<file path="src/rtl/reg_write_arbiter.sv">
// Round-robin arbiter sharing the register-file write port between ALU and
// load writeback, with a registered write stage and per-register busy bits.
module reg_write_arbiter #(
    parameter int WORD_SIZE = 16,
    parameter int NUM_REGS  = 4,
    parameter int ADDR_W    = 2
) (
    input  logic                 clk,
    input  logic                 reset_n,
    input  logic                 freeze,
    input  logic                 req0_valid,
    input  logic [ADDR_W-1:0]    req0_reg,
    input  logic [WORD_SIZE-1:0] req0_data,
    output logic                 req0_ready,
    input  logic                 req1_valid,
    input  logic [ADDR_W-1:0]    req1_reg,
    input  logic [WORD_SIZE-1:0] req1_data,
    output logic                 req1_ready,
    output logic                 wr_en,
    output logic [ADDR_W-1:0]    wr_reg,
    output logic [WORD_SIZE-1:0] wr_data,
    output logic [NUM_REGS-1:0]  busy,
    output logic                 last_grant
);

    logic                 wr_en_q, wr_en_d;
    logic [ADDR_W-1:0]    wr_reg_q, wr_reg_d;
    logic [WORD_SIZE-1:0] wr_data_q, wr_data_d;
    logic                 last_q, last_d;
    logic                 pick0, pick1;
    logic                 grant0, grant1;

    // On contention the requester that did not win last time goes first.
    assign pick0  = req0_valid && (!req1_valid || last_q);
    assign pick1  = req1_valid && (!req0_valid || !last_q);
    assign grant0 = reset_n && !freeze && pick0;
    assign grant1 = reset_n && !freeze && pick1;

    assign req0_ready = grant0;
    assign req1_ready = grant1;

    always_comb begin
        wr_en_d   = grant0 || grant1;
        wr_reg_d  = wr_reg_q;
        wr_data_d = wr_data_q;
        last_d    = last_q;
        if (grant0) begin
            wr_reg_d  = req0_reg;
            wr_data_d = req0_data;
            last_d    = 1'b0;
        end else if (grant1) begin
            wr_reg_d  = req1_reg;
            wr_data_d = req1_data;
            last_d    = 1'b1;
        end
    end

    always_ff @(posedge clk or negedge reset_n) begin
        if (!reset_n) begin
            wr_en_q   <= 1'b0;
            wr_reg_q  <= '0;
            wr_data_q <= '0;
            last_q    <= 1'b1;
        end else begin
            wr_en_q   <= wr_en_d;
            wr_reg_q  <= wr_reg_d;
            wr_data_q <= wr_data_d;
            last_q    <= last_d;
        end
    end

    always_comb begin
        busy = '0;
        for (int k = 0; k < NUM_REGS; k++) begin
            busy[k] = wr_en_q && (wr_reg_q == ADDR_W'(k));
        end
    end

    assign wr_en      = wr_en_q;
    assign wr_reg     = wr_reg_q;
    assign wr_data    = wr_data_q;
    assign last_grant = last_q;

endmodule

</file>
<file path="config.mk">
export PLATFORM = sky130hd
export DESIGN_NAME = reg_write_arbiter
export DESIGN_NICKNAME = d
export VERILOG_FILES = /design/src/rtl/reg_write_arbiter.sv
export SDC_FILE = /design/constraint.sdc
export NUM_CORES = 1
export LEC_CHECK = 0
export BUFFER_PORTS_ARGS = -buffer_cell sky130_fd_sc_hd__buf_4
export CORE_ASPECT_RATIO = 0.7
export CORE_MARGIN = 10
export CORE_UTILIZATION = 45
export CTS_BUF_LIST = sky130_fd_sc_hd__clkbuf_4 sky130_fd_sc_hd__clkbuf_8
export DETAILED_ROUTE_END_ITERATION = 8
export GPL_ROUTABILITY_DRIVEN = 0
export PLACE_DENSITY = 0.83
export RECOVER_POWER = 25
export REMOVE_ABC_BUFFERS = 1
export SETUP_SLACK_MARGIN = 0.4
export SYNTH_ARGS = -nofsm -noshare
export SYNTH_HDL_FRONTEND = slang
export SYNTH_SLANG_ARGS = --single-unit
</file>
<file path="constraint.sdc">
create_clock -name clk -period 1.7 [get_ports clk]
set_clock_uncertainty 0.05 [all_clocks]
set_input_delay 0.255 -clock clk [delete_from_list [all_inputs] [get_ports clk]]
set_output_delay 0.255 -clock clk [all_outputs]
set_load 0.05 [all_outputs]
</file>
-- Word level (Yosys, flattened, before mapping)
Index checks and enable logic that the tools add are counted.
- word-level logic and storage cells: 31
- input port bits: 41
- output and inout bits: 26
- register bits after elaboration: 20
- muxes and demuxes: 6
- reduce and logical (&&, ||, !) cells: 18
- equal/unequal tests: 3
- operator list (kind ; count):
    $mux W16 ; 2
    $logic_and A1 B1 Y1 ; 9
    $eq A2 B2 Y1 const B ; 2
    $logic_not A1 Y1 ; 4
    $mux W2 ; 2
    $logic_or A1 B1 Y1 ; 3
    $eq A2 B1 Y1 const B ; 1
    $logic_not A2 Y1 ; 1
    $mux W1 ; 2
    $reduce_bool A2 Y1 ; 1

-- Longest topological paths before layout
Gate-level depths: netlist of the first run.
- depth in word-level cells: 6
- mapped depth: 5
- mapped depth without buffers: 3

-- Worst setup path before layout of the first run
Ideal clock, no wire load.
- kind: register to output
- start point: register wr_en_q (netlist: wr_en)
- end point: output port busy[0]
- slack: -471 ps
- arrival time: 1866 ps
- cell stages (with the launch flop): 2
- data required time: 1395 ps
- path buffers: 0
- cell sequence: dfrtp_1 -> nor3b_1
- cells in the longest elaborated chain, start to end: 1
- RTL lines (what ; RTL line ; text):
    start, declared ; 26 ; logic wr_en_q, wr_en_d;
    start signal, assigned ; 65 ; wr_en_q <= wr_en_d;
    $logic_and A1 B1 Y1 ; 75 ; busy[k] = wr_en_q && (wr_reg_q == ADDR_W'(k));
    end, declared ; 22 ; output logic [NUM_REGS-1:0] busy,
Every way passes these cells.

-- Worst setup path in the final report of the first run
- start point: register last_q (netlist: last_grant)
- end point: output port req1_ready
- cells in the longest elaborated chain, start to end: 4
- RTL lines (what ; RTL line ; text):
    start, declared ; 29 ; logic last_q, last_d;
    start signal, assigned ; 68 ; last_q <= last_d;
    $logic_not A1 Y1 ; 35 ; assign pick1 = req1_valid && (!req0_valid || !last_q);
    $logic_or A1 B1 Y1 ; 35 ;
    $logic_and A1 B1 Y1 ; 35 ;
    $logic_and A1 B1 Y1 ; 37 ; assign grant1 = reset_n && !freeze && pick1;
    end, declared ; 18 ; output logic req1_ready,
Every way passes these cells.

==> results.toml, run 1 <==
[outcome]
run_status = "completed"

[yosys]
ys_seq_area_frac = 0.431
syn_area_um2 = 1160
netlist_instances = 119
synth_cell_types = 21
syn_avg_cell_area_um2 = 9.79
ys_ff_latch = 20
yosys_warnings = 0

[setup_path]
path_max_fanout = 2
worst_ep_arrival_time_ns = 1.28
r2r_end = "wr_data[5]"
startpoint_type = "flip-flop"
crit_path_end_kind = "output pin"
reg2reg_from = "last_grant"
critical_path_class = "flip-flop to output pin"
reg2reg_depth = 6
cp.required_ns = 1.39
crit_start = "last_grant"
r2r_slack_ns = 0.15

[power]
p_comb_frac = 0.521
p_per_area_nw_per_um2 = 923
vdd.ir_drop.worst_uv = 841
p_leak_nw = 0.996
internal_power_mw = 1.16
power_switching_mw = 0.868
swShare = 0.427
finalPower_mw = 2.03
pwr-share-clk = 0.166
p_seq_frac = 0.313

[global_route]
antenna_found_initial = 0
grt_overflow = 0
grt_pass1_wl_um = 7190
grt_max_degree = 20
grt_usage = 0.174
grt_pass1_vias = 1457

[finish]
seqCellArea_um2 = 504
n_antenna_cell = 0
layout_commonest_cell = "buf_4"
fillers = 106
final_nets = 240
multiInputGateArea_um2 = 783
finalInstanceArea_um2 = 2200
drive_gt1_frac = 0.581
syn2layout_area_growth_pct = 89.0
largest_reg_flops = 16
layout_common_cells = "66 x buf_4, 19 x inv_1, 18 x nand4_1, 18 x o21ai_0, 17 x dfrtp_1"
instances_no_fill = 232

[clock_tree]
htreeDepth = 1
path_clk_slew_ns = 0.07
cts.sinks = 20
cts_tree = "yes"
numCtsBuffers = 3
clockBufferDepth = 2
worst_skew_pair.late_latency_ns = 0.25
cts_root_buffer = "clkbuf_8"

[timing]
finalMaxSlewViolations = 0
period_needed_ns = 1.59
max_freq_mhz = 630
period_share = 0.933
relSlewSlack = 0.161
tightest_slew_ns = 1.25
setup_viol_count_final = 0
setup_ws_ns = 0.114
grt_setup_unrepaired = "true"
hold_violations = 0

[drt]
drc_errors = 0
via_per_inst = 6.02
vias = 1397
ant_nets = 0
drtIter0Drc = 182
drt_first_pass_iters = 4
routedWlPerCell_um = 23.1
wirelength_um = 5350

[placed_design]
postPlaceCellArea_um2 = 1700
dp_slack_ns = 0.00898
portBuffers = 66
dpl.cell_count = 217
dp_hpwl_um = 2980

[die]
die_h_um = 62.6
start_util = 0.474
die_x_um = 80.8
core_area_um2 = 2460
fp-row-count = 15
top_level_ports = 67
die_area_um2 = 5060

[hold_path]
hp-class = "primary input to asynchronous set/reset pin"

[flow_run]
drv_cap = 0
[routing by layer]
metal / global-route usage / share of wire / vias to the layer above
li1: - / - / 607
met1: 0.210 / 0.42 / 685
met2: 0.283 / 0.47 / 93
met3: 0.0704 / 0.097 / 12
met4: 0.0345 / 0.019 / 0
met5: 0 / 0 / -
[Yosys cell counts (all sizes together)]
| cell type | n | area share |
|---|---|---|
| nor2 | 3 | 0.0097 |
| nand2b | 2 | 0.011 |
| o311ai | 18 | 0.19 |
| and3b | 1 | 0.0075 |
| nor3b | 1 | 0.0064 |
| o21ai | 19 | 0.082 |
| and2b | 1 | 0.0064 |
| dfstp | 1 | 0.023 |
| nand4 | 18 | 0.097 |
| clkbuf | 7 | 0.031 |
| a21oi | 1 | 0.0043 |
| buf | 4 | 0.033 |
| nand2 | 2 | 0.0064 |
| and3 | 3 | 0.020 |
| dfrtp | 19 | 0.41 |
| inv | 19 | 0.061 |
[how the worst max path moves through the flow]
stage                              to  cells past startpoint
after floorplan               busy[0]                      1
after global placement     wr_data[0]                      4
after detailed placement  wr_data[10]                      4
after CTS                  req1_ready                      4
after global routing       wr_data[7]                      5
final                      req1_ready                      4
[power by group through the flow]
stage,clock (mW),sequential [mW],combinational (mW)
after floorplan,0,0.933,0.192
after global placement,0,0.628,0.802
after detailed placement,0,0.632,0.817
after CTS,0.331,0.622,0.933
after global routing,0.361,0.641,1.10
final,0.336,0.636,1.06
[area by class of cell]
cell class / count / share of cell area
inverters: 19 / 0.0324
well taps: 34 / 0.0193
multi-input cells: 69 / 0.356
repair buffers: 86 / 0.341
flip-flops and latches: 20 / 0.229
clock buffers: 4 / 0.0222
[worst max-delay path, stage by stage, from the launching register on]
cell and delay [ns]:
dfstp_2 0.53, buf_4 0.11, nand2_1 0.05, and3_4 0.18, buf_6 0.15
[kinds of logic after synthesis]
| group | after synthesis | share of synthesized area |
|---|---|---|
| DFF | 20 | 0.431 |
| and+or+nand+nor | 31 | 0.164 |
| buffers and inverters | 30 | 0.126 |
| AOI/OAI and AO/OA | 38 | 0.279 |
[repair_timing]
item | CTS | global route
resized for setup | 29 | 29
setup endpoints to repair | 26 | 28
pin swaps | 1 | 1
buffers inserted | 6 | 2
cloned | 1 | 0
hold buffers | 2 | 0
hold endpoints to repair | 19 | 0
[metrics by stage]
stage	setup TNS [ns]	util	hold slack [ns]
final	0	0.896	0.0899
after global routing	0	0.896	0.101
after CTS	0	0.815	0.00296
after detailed placement	0	0.691	0.144
after global placement	0	0.691	0.136
after floorplan	-6.28	-	-0.0906
(Power assumes the default switching activity.)
==> run 2, diff against run 1 <==
--- a/config.mk
+++ b/config.mk
@@ -10,3 +10,3 @@
 export CORE_MARGIN = 10
-export CORE_UTILIZATION = 45
+export CORE_UTILIZATION = 30
 export CTS_BUF_LIST = sky130_fd_sc_hd__clkbuf_4 sky130_fd_sc_hd__clkbuf_8
@@ -14,3 +14,3 @@
 export GPL_ROUTABILITY_DRIVEN = 0
-export PLACE_DENSITY = 0.83
+export PLACE_DENSITY = 0.59
 export RECOVER_POWER = 25
==> constraint.sdc (replaced) <==
create_clock -name clk -period 1.7 [get_ports clk]
set_clock_uncertainty 0.05 [all_clocks]
set_input_delay 0 -clock clk [delete_from_list [all_inputs] [get_ports clk]]
set_output_delay 0 -clock clk [all_outputs]
set_load 0.05 [all_outputs]
==> run 2 against run 1 <==
The flow now finishes with violations (hold timing). Sequential power decreased by 1%. Wire length down 15%. Hold slack worse by 0.092 ns. Fmax rose by 15%. Die area increased by 35%. Critical endpoint is now req0_ready. Highest routed layer unchanged. Count of clock-buffer cells in the layout unchanged. Setup slack better by 0.21 ns. Largest power group unchanged. Final area decreased by 7.6%. Register-to-register slack improved by 0.18 ns. Power is 8.2% lower. Sequential cell count is the same. Cell count rose by 12%.
==> results.toml, run 2 (synthesis results as in run 1) <==
[outcome]
run_status = "finished with violations"
failed_checks = "hold timing"

[timing]
max_freq_mhz = 725
grt_setup_unrepaired = "true"
setup_viol_count_final = 0
relSlewSlack = 0.279
period_share = 0.811
hold_violations = 2
setup_ws_ns = 0.321
period_needed_ns = 1.38
tightest_slew_ns = 1.08
hold_ws_ns = -0.00193
tns_ns = 0
finalMaxSlewViolations = 0

[die]
die_x_um = 94.5
die_area_um2 = 6820
top_level_ports = 67
core_area_um2 = 3630
start_util = 0.321
fp-row-count = 18
die_h_um = 72.1

[drt]
routedWlPerCell_um = 17.5
wirelength_um = 4520
drc_errors = 0
drt_first_pass_iters = 4
ant_nets = 0
via_per_inst = 5.19
vias = 1344
drtIter0Drc = 93

[hold_path]
hp-class = "primary input to flip-flop"
min_from = "req0_data[6]"

[setup_path]
endpoint = "req0_ready"
reg2reg_depth = 4
path_max_fanout = 4
startpoint_type = "flip-flop"
crit_start = "last_grant"
r2r_end = "wr_data[10]"
critical_path_class = "flip-flop to output pin"
reg2reg_from = "last_grant"
r2r_slack_ns = 0.33
crit_path_end_kind = "output pin"
worst_ep_arrival_time_ns = 1.33
cp.required_ns = 1.65

[finish]
fillers = 343
syn2layout_area_growth_pct = 74.7
layout_common_cells = "70 x buf_4, 22 x dlygate4sd3_1, 19 x inv_1, 19 x dfrtp_1"
finalInstanceArea_um2 = 2030
layout_commonest_cell = "buf_4"
drive_gt1_frac = 0.450
n_antenna_cell = 0
final_nets = 251
largest_reg_flops = 16

[placed_design]
dp_slack_ns = 0.228
dp_hpwl_um = 3190
postPlaceCellArea_um2 = 1680
portBuffers = 66

[global_route]
antenna_found_initial = 0
grt_usage = 0.132
grt_pass1_vias = 1485
grt_max_degree = 24
grt_overflow = 0
grt_pass1_wl_um = 7460

[clock_tree]
worst_skew_pair.late_latency_ns = 0.25
clockBufferDepth = 2
cts_tree = "yes"
cts.sinks = 20
numCtsBuffers = 3
htreeDepth = 1
path_clk_slew_ns = 0.08
cts_root_buffer = "clkbuf_8"

[power]
vdd.ir_drop.worst_uv = 400
p_leak_nw = 0.966
p_per_area_nw_per_um2 = 916

[flow_run]
drv_cap = 0
[run 2: cell count changes in the layout (fill, tap and decap cells not counted), moves of 2 or more]
| cell | change |
|---|---|
| and3_1 | +2 |
| buf_12 | -2 |
| buf_4 | +4 |
| buf_6 | -7 |
| buf_8 | -3 |
| dfrtp_1 | +2 |
| dfrtp_2 | -2 |
| dlygate4sd3_1 | +20 |
| o311ai_1 | +7 |
| o311ai_2 | +9 |
| o311ai_4 | -16 |
[run 2: what timing repair did]
item | 4_1_cts | 5_1_grt
pin swaps | 0 | 0
setup endpoints to repair | 19 | 21
hold endpoints to repair | 34 | 2
gates resized for setup | 4 | 5
cloned | 1 | 0
buffers inserted | 4 | 0
hold buffers | 21 | 1
[run 2: where the power goes]
group	internal (mW)	switching, mW
combinational	0.321	0.552
clock	0.206	0.158
sequential	0.566	0.0619
total	1.09	0.771
[run 2: routing by layer]
layer  part of all wire  wire length, um  track usage  vias up
met5                  0                0            0        -
li1                   -                -            -      626
met4              0.016               74       0.0414        0
met2               0.42             1900        0.193       67
met3               0.11              478       0.0545        8
met1               0.46             2060        0.173      643
[run 2: cell type report]
type	instances	area, um^2	area share
inverter	19	71.3	0.0351
multi-input combinational	70	557	0.274
timing repair buffer	96	787	0.387
tap	50	62.6	0.0308
clock buffer	4	55.1	0.0271
sequential	20	502	0.247
[run 2: stage by stage]
step / utilization / instances / power (mW)
global route: 0.561 / 259 / 1.97
finish: 0.561 / 259 / 1.86
global placement: 0.464 / 228 / 1.43
CTS: 0.552 / 258 / 1.86
detailed placement: 0.464 / 228 / 1.45
floorplan: - / 108 / 1.12
[run 2: worst max-delay path, stage by stage (launching register included)]
cell and delay, ns:
dfstp_2 0.56, nand2b_4 0.13, and3_4 0.23, buf_8 0.15
[run 2: how the worst min path moves through the flow]
stage	end	slack, ns	depth (start not counted)
after floorplan	wr_data[0]	-0.35	0
after global placement	wr_data[14]	-0.23	1
after detailed placement	wr_data[8]	-0.22	1
after CTS	wr_data[6]	0.0007	3
after global routing	last_grant	-0.003	3
final	wr_data[6]	-0.002	3
